**config.mk**
```make
export PLATFORM = sky130hd
export DESIGN_NAME = lcd_result_writer
export DESIGN_NICKNAME = d
export VERILOG_FILES = /design/src/rtl/lcd_result_writer.sv
export SDC_FILE = /design/constraint.sdc
export NUM_CORES = 1
export LEC_CHECK = 0
export CORE_MARGIN = 2
export CORE_UTILIZATION = 50
export CTS_BUF_LIST = sky130_fd_sc_hd__clkbuf_4
export DETAILED_ROUTE_END_ITERATION = 10
export PLACE_DENSITY = 0.77
export SYNTH_ARGS = -nofsm -noshare
export SYNTH_HDL_FRONTEND = slang
export SYNTH_SLANG_ARGS = --single-unit
```
**constraint.sdc**
```tcl
create_clock -name clk -period 6.31 [get_ports clk]
set_input_delay 1.5775 -clock clk [delete_from_list [all_inputs] [get_ports clk]]
set_output_delay 1.5775 -clock clk [all_outputs]
set_load 0.02 [all_outputs]
```
**src/rtl/lcd_result_writer.sv**
```systemverilog
// lcd_result_writer
// Brings up an HD44780-style character LCD in 8-bit mode, then waits for
// results from the exponent datapath. Each result is converted to five BCD
// digits and written at DDRAM address 0x00, with leading zeros shown as spaces.
//
// Ports
//   clk        system clock, all logic on the rising edge
//   rst        synchronous reset, active low
//   result_i   16-bit unsigned result, valid whenever ld_output=1
//   ld_output  result-valid strobe
//   lcd_data   LCD DB7..DB0
//   lcd_rs     0 = command, 1 = character data
//   lcd_rw     tied to 0, the panel is only written
//   lcd_en     LCD enable strobe
//   busy       high in every state except IDLE
//   wr_done    one-cycle pulse after the last character of a result
//
// state       | meaning
// ------------+------------------------------------------------------
// PWR_WAIT    | power-on delay before the panel accepts commands
// INIT        | function set, display on, entry mode, clear
// IDLE        | waiting for a result strobe
// CONVERT     | 16 double-dabble steps, binary to five BCD digits
// SEND_ADDR   | set DDRAM address 0x80
// SEND_DIGIT  | five characters, most significant first
// DONE        | wr_done pulse; a pending result restarts CONVERT
module lcd_result_writer #(
    parameter int INIT_WAIT = 750000,
    parameter int EN_PULSE  = 12,
    parameter int CMD_WAIT  = 2500,
    parameter int CLR_WAIT  = 82000
) (
    input  logic        clk,
    input  logic        rst,
    input  logic [15:0] result_i,
    input  logic        ld_output,
    output logic [7:0]  lcd_data,
    output logic        lcd_rs,
    output logic        lcd_rw,
    output logic        lcd_en,
    output logic        busy,
    output logic        wr_done
);
    // One shared counter serves every wait and the 16 conversion steps,
    // so it is sized for the largest of all of them.
    localparam int MAX_A   = (INIT_WAIT > CLR_WAIT) ? INIT_WAIT : CLR_WAIT;
    localparam int MAX_B   = (CMD_WAIT > EN_PULSE) ? CMD_WAIT : EN_PULSE;
    localparam int MAX_C   = (MAX_A > MAX_B) ? MAX_A : MAX_B;
    localparam int MAX_ALL = (MAX_C > 16) ? MAX_C : 16;
    localparam int CW      = $clog2(MAX_ALL + 1);

    localparam logic [CW-1:0] INIT_LAST = CW'(INIT_WAIT - 1);
    localparam logic [CW-1:0] EN_LAST   = CW'(EN_PULSE - 1);
    localparam logic [CW-1:0] CMD_LAST  = CW'(CMD_WAIT - 1);
    localparam logic [CW-1:0] CLR_LAST  = CW'(CLR_WAIT - 1);
    localparam logic [CW-1:0] CONV_LAST = CW'(15);

    typedef enum logic [2:0] {
        PWR_WAIT, INIT, IDLE, CONVERT, SEND_ADDR, SEND_DIGIT, DONE
    } state_t;

    typedef enum logic [1:0] {SETUP, EN_HI, WAIT} phase_t;

    state_t        state_q, state_d;
    phase_t        phase_q, phase_d;
    logic [CW-1:0] cnt_q, cnt_d;
    logic [2:0]    idx_q, idx_d;
    logic [15:0]   bin_q, bin_d;
    logic [19:0]   bcd_q, bcd_d;
    logic          pend_q, pend_d;
    logic [15:0]   pend_val_q, pend_val_d;

    logic          xfer;
    logic          byte_done;
    logic [CW-1:0] wait_last;
    logic [7:0]    cur_byte;
    logic [3:0]    digit;
    logic          lead_zero;
    logic [19:0]   bcd_adj;

    function automatic logic [19:0] dd_adjust(input logic [19:0] b);
        logic [19:0] r;
        r = b;
        for (int i = 0; i < 5; i++) begin
            if (b[4*i +: 4] >= 4'd5) begin
                r[4*i +: 4] = b[4*i +: 4] + 4'd3;
            end
        end
        return r;
    endfunction

    always_ff @(posedge clk) begin
        if (!rst) begin
            state_q    <= PWR_WAIT;
            phase_q    <= SETUP;
            cnt_q      <= '0;
            idx_q      <= '0;
            bin_q      <= '0;
            bcd_q      <= '0;
            pend_q     <= 1'b0;
            pend_val_q <= '0;
        end else begin
            state_q    <= state_d;
            phase_q    <= phase_d;
            cnt_q      <= cnt_d;
            idx_q      <= idx_d;
            bin_q      <= bin_d;
            bcd_q      <= bcd_d;
            pend_q     <= pend_d;
            pend_val_q <= pend_val_d;
        end
    end

    // Leading-zero blanking looks at this digit and every digit above it;
    // the units digit is never blanked.
    always_comb begin
        digit     = bcd_q[3:0];
        lead_zero = 1'b0;
        case (idx_q)
            3'd0: begin digit = bcd_q[19:16]; lead_zero = (bcd_q[19:16] == '0); end
            3'd1: begin digit = bcd_q[15:12]; lead_zero = (bcd_q[19:12] == '0); end
            3'd2: begin digit = bcd_q[11:8];  lead_zero = (bcd_q[19:8]  == '0); end
            3'd3: begin digit = bcd_q[7:4];   lead_zero = (bcd_q[19:4]  == '0); end
            default: ;
        endcase
    end

    always_comb begin
        cur_byte = 8'h00;
        case (state_q)
            INIT: begin
                case (idx_q)
                    3'd0:    cur_byte = 8'h38;
                    3'd1:    cur_byte = 8'h0C;
                    3'd2:    cur_byte = 8'h06;
                    default: cur_byte = 8'h01;
                endcase
            end
            SEND_ADDR:  cur_byte = 8'h80;
            SEND_DIGIT: cur_byte = lead_zero ? 8'h20 : {4'h3, digit};
            default: ;
        endcase
    end

    assign xfer      = (state_q == INIT) || (state_q == SEND_ADDR) || (state_q == SEND_DIGIT);
    assign wait_last = (state_q == INIT && idx_q == 3'd3) ? CLR_LAST : CMD_LAST;
    assign bcd_adj   = dd_adjust(bcd_q);

    // Byte and rs come straight from state/index, which are frozen for the
    // whole transfer, so the bus cannot move while the panel is latching it.
    assign lcd_data = xfer ? cur_byte : 8'h00;
    assign lcd_rs   = (state_q == SEND_DIGIT);
    assign lcd_rw   = 1'b0;
    assign lcd_en   = xfer && (phase_q == EN_HI);
    assign busy     = (state_q != IDLE);
    assign wr_done  = (state_q == DONE);

    always_comb begin
        state_d    = state_q;
        phase_d    = phase_q;
        cnt_d      = cnt_q;
        idx_d      = idx_q;
        bin_d      = bin_q;
        bcd_d      = bcd_q;
        pend_d     = pend_q;
        pend_val_d = pend_val_q;
        byte_done  = 1'b0;

        if (xfer) begin
            case (phase_q)
                SETUP: begin
                    phase_d = EN_HI;
                    cnt_d   = '0;
                end
                EN_HI: begin
                    if (cnt_q == EN_LAST) begin
                        phase_d = WAIT;
                        cnt_d   = '0;
                    end else begin
                        cnt_d = cnt_q + 1'b1;
                    end
                end
                default: begin
                    if (cnt_q == wait_last) begin
                        byte_done = 1'b1;
                        phase_d   = SETUP;
                        cnt_d     = '0;
                    end else begin
                        cnt_d = cnt_q + 1'b1;
                    end
                end
            endcase
        end

        // Strobes while a result is in flight park in a one-deep slot.
        if (ld_output && (state_q == CONVERT || state_q == SEND_ADDR || state_q == SEND_DIGIT)) begin
            pend_d     = 1'b1;
            pend_val_d = result_i;
        end

        case (state_q)
            PWR_WAIT: begin
                if (cnt_q == INIT_LAST) begin
                    state_d = INIT;
                    phase_d = SETUP;
                    idx_d   = '0;
                    cnt_d   = '0;
                end else begin
                    cnt_d = cnt_q + 1'b1;
                end
            end
            INIT: begin
                if (byte_done) begin
                    if (idx_q == 3'd3) begin
                        state_d = IDLE;
                        idx_d   = '0;
                    end else begin
                        idx_d = idx_q + 3'd1;
                    end
                end
            end
            IDLE: begin
                if (ld_output) begin
                    state_d = CONVERT;
                    bin_d   = result_i;
                    bcd_d   = '0;
                    cnt_d   = '0;
                end
            end
            CONVERT: begin
                bcd_d = {bcd_adj[18:0], bin_q[15]};
                bin_d = {bin_q[14:0], 1'b0};
                if (cnt_q == CONV_LAST) begin
                    state_d = SEND_ADDR;
                    phase_d = SETUP;
                    cnt_d   = '0;
                end else begin
                    cnt_d = cnt_q + 1'b1;
                end
            end
            SEND_ADDR: begin
                if (byte_done) begin
                    state_d = SEND_DIGIT;
                    idx_d   = '0;
                end
            end
            SEND_DIGIT: begin
                if (byte_done) begin
                    if (idx_q == 3'd4) begin
                        state_d = DONE;
                        idx_d   = '0;
                    end else begin
                        idx_d = idx_q + 3'd1;
                    end
                end
            end
            default: begin
                // A strobe in the DONE cycle itself is the newest value and wins.
                if (pend_q || ld_output) begin
                    state_d = CONVERT;
                    bin_d   = ld_output ? result_i : pend_val_q;
                    bcd_d   = '0;
                    cnt_d   = '0;
                    pend_d  = 1'b0;
                end else begin
                    state_d = IDLE;
                end
            end
        endcase
    end
endmodule

```
Yosys cells after proc, flatten, opt, wreduce, memory -nomap -nowiden
Cells that the tools add are included.
- register bits: 81
- output and inout port bits: 13
- memories kept: 0
- bits in read-only memories: 0
- bits in latches: 0
- bits of input ports: 19
- logic and storage cells: 127
- memory bits (writable): 0
- $add $sub $neg: 7
- reductions and logical operators: 24
- $lt $le $gt $ge: 5
- bitwise logic cells: 1
- div/mod/pow operators: 0
- shift operators: 0
- muxes and demuxes: 58
- eq/ne operators: 24
- multiply operators: 0
- operators by type and width (kind ; count):
    20-bit two-way mux ; 9
    20-bit case mux with 4 select lines ; 1
    20-bit case mux with 3 select lines ; 1
    16-bit two-way mux ; 3
    16-bit case mux with 3 select lines ; 1
    3-bit two-way mux ; 15
    20-bit by 4-bit == test with 1-bit output (second input constant) ; 2
    20-bit case mux with 2 select lines ; 1
    8-bit case mux with 3 select lines ; 1
    20-bit by 1-bit adder with 20-bit output (second input constant) ; 1
    20-bit by 17-bit == test with 1-bit output ; 1
    20-bit == test (second input constant) ; 1
    4-bit by 3-bit >= comparator with 1-bit output (second input constant) ; 5
    3-bit case mux with 6 select lines ; 1
    6-bit case mux with 3 select lines ; 1
    17-bit two-way mux ; 1
    4-bit by 2-bit adder with 4-bit output (second input constant) ; 4
    16-bit logical NOT ; 1
    4-bit two-way mux ; 4
    4-bit case mux with 4 select lines ; 1
    3-bit by 2-bit == test with 1-bit output (second input constant) ; 4
    3-bit == test (second input constant) ; 4
    12-bit logical NOT ; 1
    3-bit case mux with 4 select lines ; 1
    other kinds (29) ; 54

Longest topological paths before layout
Gate-level depths: netlist (run 1).
- depth after elaboration: 9
- depth in mapped cells: 10
- gate-level depth less buffers: 8

Least setup slack after synthesis (run 1)
OpenSTA, ideal clock, no wires.
- path kind: flip-flop to output port
- start: register idx_q[2]
- end: output port lcd_data[0]
- cell stages (with the launch flop): 9
- buffers on the path: 2
- data required time: 4733 ps
- path slack: 2698 ps
- arrival: 2035 ps
- cell sequence: dfxtp_1 -> clkbuf_1 -> inv_1 -> ha_1 -> clkbuf_1 -> a32oi_1 -> o22ai_1 -> a31oi_1 -> a22o_1
- word-level cells in the longest chain between the ends: 5
- elaborated cells on any way between the ends: 10
- classes of those cells: eq/ne (3); mux (6); reduce/logical (1)
- RTL lines (item ; line ; text):
    start: declaration ; 67 ; logic [2:0] idx_q, idx_d;
    start signal: assignment ; 106 ; idx_q <= idx_d;
    3-bit by 2-bit == test with 1-bit output (tied with other cells) ; 119 ; case (idx_q)
    4-bit case mux with 4 select lines or 1-bit case mux with 4 select lines (tied branches) ; 119 ;
    5-bit two-way mux ; 140 ; SEND_DIGIT: cur_byte = lead_zero ? 8'h20 : {4'h3, digit};
    8-bit case mux with 3 select lines * ; 130 ; case (state_q)
    8-bit two-way mux * ; 151 ; assign lcd_data = xfer ? cur_byte : 8'h00;
    end: declaration ; 37 ; output logic [7:0] lcd_data,
Every way passes the cells marked *; elsewhere a longest branch is shown, timed or not.

Final worst setup path (run 1)
- start: register idx_q[2]
- end: output port lcd_data[2]
Same word-level chain as after synthesis.

==> impl_results.md, run 1 <==
* Startpoint types: flop
* Max Slew Vio Count at 0
* Type of the worst min-delay path: reg2reg
* RSZ-0062 raised after global routing: no
* First-pass GRT wire length at 19300 um
* Post-DP HPWL at around 7600 um
* Average vias per placed instance at 6.17
* Cell row count at 35
* Power per cell area at ~190 mW/mm2
* Slew margin rel. at 0.216
* Wire length per cell at 15.6 um
* Routed WL at around 11000 um
* Mean Syn Cell Area at 7.73 um2
* Clock Latency Late Sink at between 400 and 500 ps
* Most frequent cells in the layout: dfxtp_1, nand2_1, o21ai_0
* Final TNS setup at 0 ps
* DIE WIDTH at ~100 um
* Final Wtd Congestion at roughly 0.9
* Worst VDD drop at roughly 0.13 mV
* Final net count at about 650
* Critical path class: reg2out
* Clk slew on worst S/H paths at about 150 ps
* Reg area at between 0.0015 and 0.002 mm2
* GRT overflow at 0
* CP max FO at 13
* Worst slew pin tran at about 1200 ps
* Mapped cell area at around 0.0047 mm2
* Clock Path Buffers at 2
* Tcrit/Tclk final at 0.753
* Cell variety after synth at 59
* Max Freq at roughly 210 MHz
* Max Cap Viol at 0
* Share of cells above drive strength 1 at 0.0489
* Clk root buf: clkbuf_4
* Initial core utilization at 0.512
* Sink Count at 81
* TritonCTS clock tree: yes
* Leading area contributor after synthesis: dfxtp_1
* Initial DRT Pass Iterations at 6
* Most common cell after layout, fill and taps aside: dfxtp_1
* Post-CTS Setup Bufs at 0
* Worst Path Required at between 4000 and 5000 ps
* Pwr Total at approximately 0.96 mW
* Via count at 4469
* Seq cells post-synth at 81
* I/O pins at 32
* Clk_skew at ~16 ps
* Status: complete, no violations
* Final Hold Vio Count at 0
* Die area at 0.0102 mm2
* Largest net degree at the start of global routing at 68
* Fin crit period at ~4800 ps
* Final ANT Viol Nets at 0
* Synth Instances at between 600 and 700
* Top FF cell, synth: dfxtp_1
* Die Span Y at around 100 um
* FILL cells at roughly 850
* DRC at 0
* WP data arrival at about 3200 ps
* Antenna violations before repair at 0
* Pleak at about 1.7 nW
* Ys async rst share at 0
* Post-synthesis sequential area ratio at 0.346
* TritonCTS Buffers at 9
* Buffers on Ports at 29
* Core region area at 0.00915 mm2
* Setup crit end kind: output port
* Vias in the first global route at ~4200
* Synth area leaders: dfxtp_1, nand2_1, o21ai_0
* # diodes at 0
* Post-synth top area share at 0.346
* Area of the multi-input gates at 0.00279 mm2
* All-layer global routing usage at 0.235
* Min Hold Slack at 475 ps
* Area growth from synthesis to layout at 8.92%
* Iter 0 DRT Violations at ~310
* H-Tree Depth at 3
* Hold_buf cts at 0
* # setup viols final at 0
* Syn. warnings at 0
* Post-cts gate resize count at 0
* Number of flops mapped to enable cells by yosys at 0
layer usage:
layer	part of all wire	track usage	routed length (um)	vias to the layer above
li1	-	-	-	2194
met1	0.46	0.313	5240	2117
met2	0.47	0.373	5290	143
met3	0.057	0.0458	641	15
met4	0.013	0.0927	147	0
met5	0	0	0	-
metrics by stage:
| stage | area (um2) | utilization | std cells | setup slack, ps |
|---|---|---|---|---|
| final | 5100 | 0.558 | 724 | 1560 |
| after global routing | 5100 | 0.558 | 724 | 1340 |
| after CTS | 5100 | 0.558 | 724 | 1600 |
| after detailed placement | 4950 | 0.541 | 708 | 2120 |
| after global placement | 4950 | 0.541 | 708 | 2240 |
| after floorplan | 4690 | - | 607 | 2700 |
cell type report:
class | count | area share
multi-input cells | 461 | 0.547
flip-flops and latches | 81 | 0.318
clock buffers | 9 | 0.0132
well taps | 111 | 0.0272
repair buffers | 33 | 0.0618
inverters | 22 | 0.0162
clock inverters | 7 | 0.0169
cells in the mapped netlist, drive strengths merged, types with 5 or more instances:
cell type  instances
a21boi            23
nand2b            11
ha                21
o22ai              9
nor2b             18
clkbuf            32
buf               11
inv               22
a22oi             27
o21ai             63
and3               7
nor3              27
a21oi             41
nor2              27
nor3b              7
nand4             10
dfxtp             81
nand2             80
nand3             15
o221ai             5
xnor2              5
worst max-delay path, cell delays in order (launching register included):
cell             delay, ps
dfxtp_1                560
inv_1                  150
ha_1                   390
a32oi_1                290
o22ai_1                120
a31oi_1                420
a21bo_2                200
clkdlybuf4s50_1        600
flip-flops by register name, indices dropped and copies added (netlist names):
| register | cells |
|---|---|
| pend_q | 1 |
| idx_q | 3 |
| state_q | 3 |
| cnt_q | 20 |
| phase_q | 2 |
| pend_val_q | 16 |
| bin_q | 16 |
| bcd_q | 20 |
cell families (layout without fill, tap and decap cells):
kind of cell	count (synthesis)	count (layout)	synth area share
buffers and inverters	65	71	0.0595
multiplexers	3	3	0.00667
AND/OR/NAND/NOR	222	222	0.235
flip-flops	81	81	0.346
XOR/XNOR	6	6	0.0112
other	1	2	0.000800
AO/OA/AOI/OAI	207	207	0.284
adder cells (fa/ha/maj)	21	21	0.0561
final timing paths:
| path | depth (start not counted) | from | end | slack, ps |
|---|---|---|---|---|
| hold / removal | 2 | pend_val_q[13] | pend_val_q[13] | 470 |
| hold reg to reg | 2 | pend_val_q[13] | pend_val_q[13] | 470 |
| setup / recovery | 7 | idx_q[2] | lcd_data[2] | 1560 |
| setup reg to reg | 6 | state_q[0] | cnt_q[10] | 3300 |
where the power goes:
part           leakage, nW  switching (mW)  total, mW  internal, mW
combinational        0.970          0.0473     0.0849        0.0377
sequential           0.653          0.0137      0.536         0.522
clock               0.0810           0.209      0.339         0.130
total                 1.70           0.270      0.959         0.689
Note: power is estimated with default switching activity, not from simulation.
==> run 2, diff against run 1 <==
--- a/config.mk
+++ b/config.mk
@@ -9,7 +9,7 @@
 export CORE_UTILIZATION = 50
 export CTS_BUF_LIST = sky130_fd_sc_hd__clkbuf_4
 export DETAILED_ROUTE_END_ITERATION = 10
-export PLACE_DENSITY = 0.77
+export PLACE_DENSITY = 0.8
 export SYNTH_ARGS = -nofsm -noshare
 export SYNTH_HDL_FRONTEND = slang
 export SYNTH_SLANG_ARGS = --single-unit
==> constraint.sdc (replaced) <==
create_clock -name clk -period 3.85 [get_ports clk]
set_input_delay 0.9625 -clock clk [delete_from_list [all_inputs] [get_ports clk]]
set_output_delay 0.9625 -clock clk [all_outputs]
set_load 0.02 [all_outputs]
==> impl_results.md, run 2 (synthesis results as in run 1) <==
* Initial DRT Pass Iterations at 5
* WP data arrival at around 2700 ps
* Comb pwr share at 0.092
* Core region area at just over 0.009 mm2
* Most frequent cells in the layout: nand2_1, dfxtp_1, o21ai_0
* Iter 0 DRT Violations at 350
* Final TNS setup at 0 ps
* Max Freq at roughly 270 MHz
* Share of cells above drive strength 1 at 0.0616
* Post-cts gate resize count at 3
* Critical path class: reg2out
* Cell row count at 35
* Clk root buf: clkbuf_4
* Antenna violations before repair at 0
* Area of the multi-input gates at between 0.002 and 0.003 mm2
* Status: complete, no violations
* Vias in the first global route at between 4000 and 5000
* Final Wtd Congestion at just under 1
* Clk_skew at between 20 and 25 ps
* Die area at about 0.010 mm2
* Final net count at 652
* Fin cells at roughly 730
* GRT overflow at 0
* Seq pwr share at 0.568
* Setup crit end kind: output port
* FILL cells at between 800 and 900
* Via count at 4513
* Initial core utilization at 0.512
* Sw Share at 0.274
* Hold Crit Depth at 2
* Reg area at approximately 0.0016 mm2
* P_sw at between 0.4 and 0.5 mW
* DIE WIDTH at 101 um
* Max Cap Viol at 0
* Reg2Reg Depth at 6
* # setup viols final at 0
* CP max FO at 7
* # diodes at 0
* Power per cell area at 300 mW/mm2
* Area growth from synthesis to layout at 9.88%
* TritonCTS Buffers at 9
* Tcrit/Tclk final at 0.953
* I/O pins at 32
* Clk slew on worst S/H paths at roughly 150 ps
* Clock Latency Late Sink at approximately 440 ps
* Clock power frac at 0.340
* Sink Count at 81
* First-pass GRT wire length at roughly 19000 um
* Worst Path Required at ~2900 ps
* Post-DP HPWL at 7760 um
* Pleak at ~1.8 nW
* Buffers on Ports at 29
* Average vias per placed instance at approximately 6.2
* Startpoint types: flop
* Internal cell power at 1.12 mW
* Util after Layout at 0.563
* Slew margin rel. at 0.143
* Final ANT Viol Nets at 0
* Worst VDD drop at about 0.23 mV
* DRC at 0
* Worst slew pin tran at approximately 1300 ps
* Die Span Y at 101 um
* Fin crit period at 3670 ps
* Largest net degree at the start of global routing at 41
* Routed WL at about 11000 um
* RSZ-0062 raised after global routing: no
* Max Slew Vio Count at 0
* Final Hold Vio Count at 0
* Wire length per cell at around 16 um
* Min Hold Slack at 476 ps
* Most common cell after layout, fill and taps aside: nand2_1
* Clock Path Buffers at 2
* Placed cells at 712
* Largest registers: bcd_q: 20 flops, cnt_q: 20 flops
* Post-CTS Setup Bufs at 0
* All-layer global routing usage at 0.235
* Type of the worst min-delay path: reg2reg
* H-Tree Depth at 3
* TritonCTS clock tree: yes
* Hold_buf cts at 0
==> run 2: changes by cell type in the layout (fill, tap and decap cells not counted), sizes merged <==
cell / previous run / this run
clkdlybuf4s50: 28 / 25
clkinv: 1 / 3
buf: 5 / 9
dlymetal6s2s: 0 / 3
inv: 26 / 24
==> run 2: layout make-up <==
| class | count | share of cell area |
|---|---|---|
| Multi-Input combinational cell | 461 | 0.545 |
| Timing Repair Buffer | 37 | 0.0685 |
| Inverter | 22 | 0.0160 |
| Clock inverter | 7 | 0.0153 |
| Sequential cell | 81 | 0.315 |
| Clock buffer | 9 | 0.0131 |
| Tap cell | 111 | 0.0270 |
==> run 2: metal layers <==
metal | vias to the layer above | wire length (um) | global-route usage
met5 | - | 0 | 0
met1 | 2129 | 5120 | 0.319
met2 | 158 | 5330 | 0.370
met3 | 22 | 778 | 0.0485
li1 | 2204 | - | -
met4 | 0 | 208 | 0.0843
==> run 2: worst paths after layout <==
kind	start	endpoint	slack, ps
setup reg to reg	state_q[0]	cnt_q[10]	670
setup / recovery	bcd_q[12]	lcd_data[2]	180
hold reg to reg	pend_val_q[2]	pend_val_q[2]	480
hold / removal	pend_val_q[2]	pend_val_q[2]	480
==> run 2: power groups by stage <==
stage	sequential (mW)	clock [mW]	combinational, mW
3_3_place_gp	0.894	0	0.136
6_report	0.878	0.525	0.142
5_1_grt	0.881	0.572	0.161
4_1_cts	0.877	0.535	0.142
3_5_place_dp	0.896	0	0.141
2_1_floorplan	0.883	0	0.106
==> run 2: stage by stage <==
step / area, um2 / setup slack, ps / total power, mW
2_1_floorplan: 4690 / 853 / 0.989
3_3_place_gp: 4980 / 444 / 1.03
3_5_place_dp: 4980 / 267 / 1.04
4_1_cts: 5140 / 14.2 / 1.55
5_1_grt: 5150 / 20.2 / 1.61
6_report: 5150 / 180 / 1.55
==> run 2: worst max-delay path: stages (launching register included) <==
cell and delay (ps):
dfxtp_1 470, inv_1 110, ha_1 210, nor3b_1 150, a21oi_1 160, o22ai_1 110, a31oi_2 300, a21bo_2 180
clkdlybuf4s50_1 590
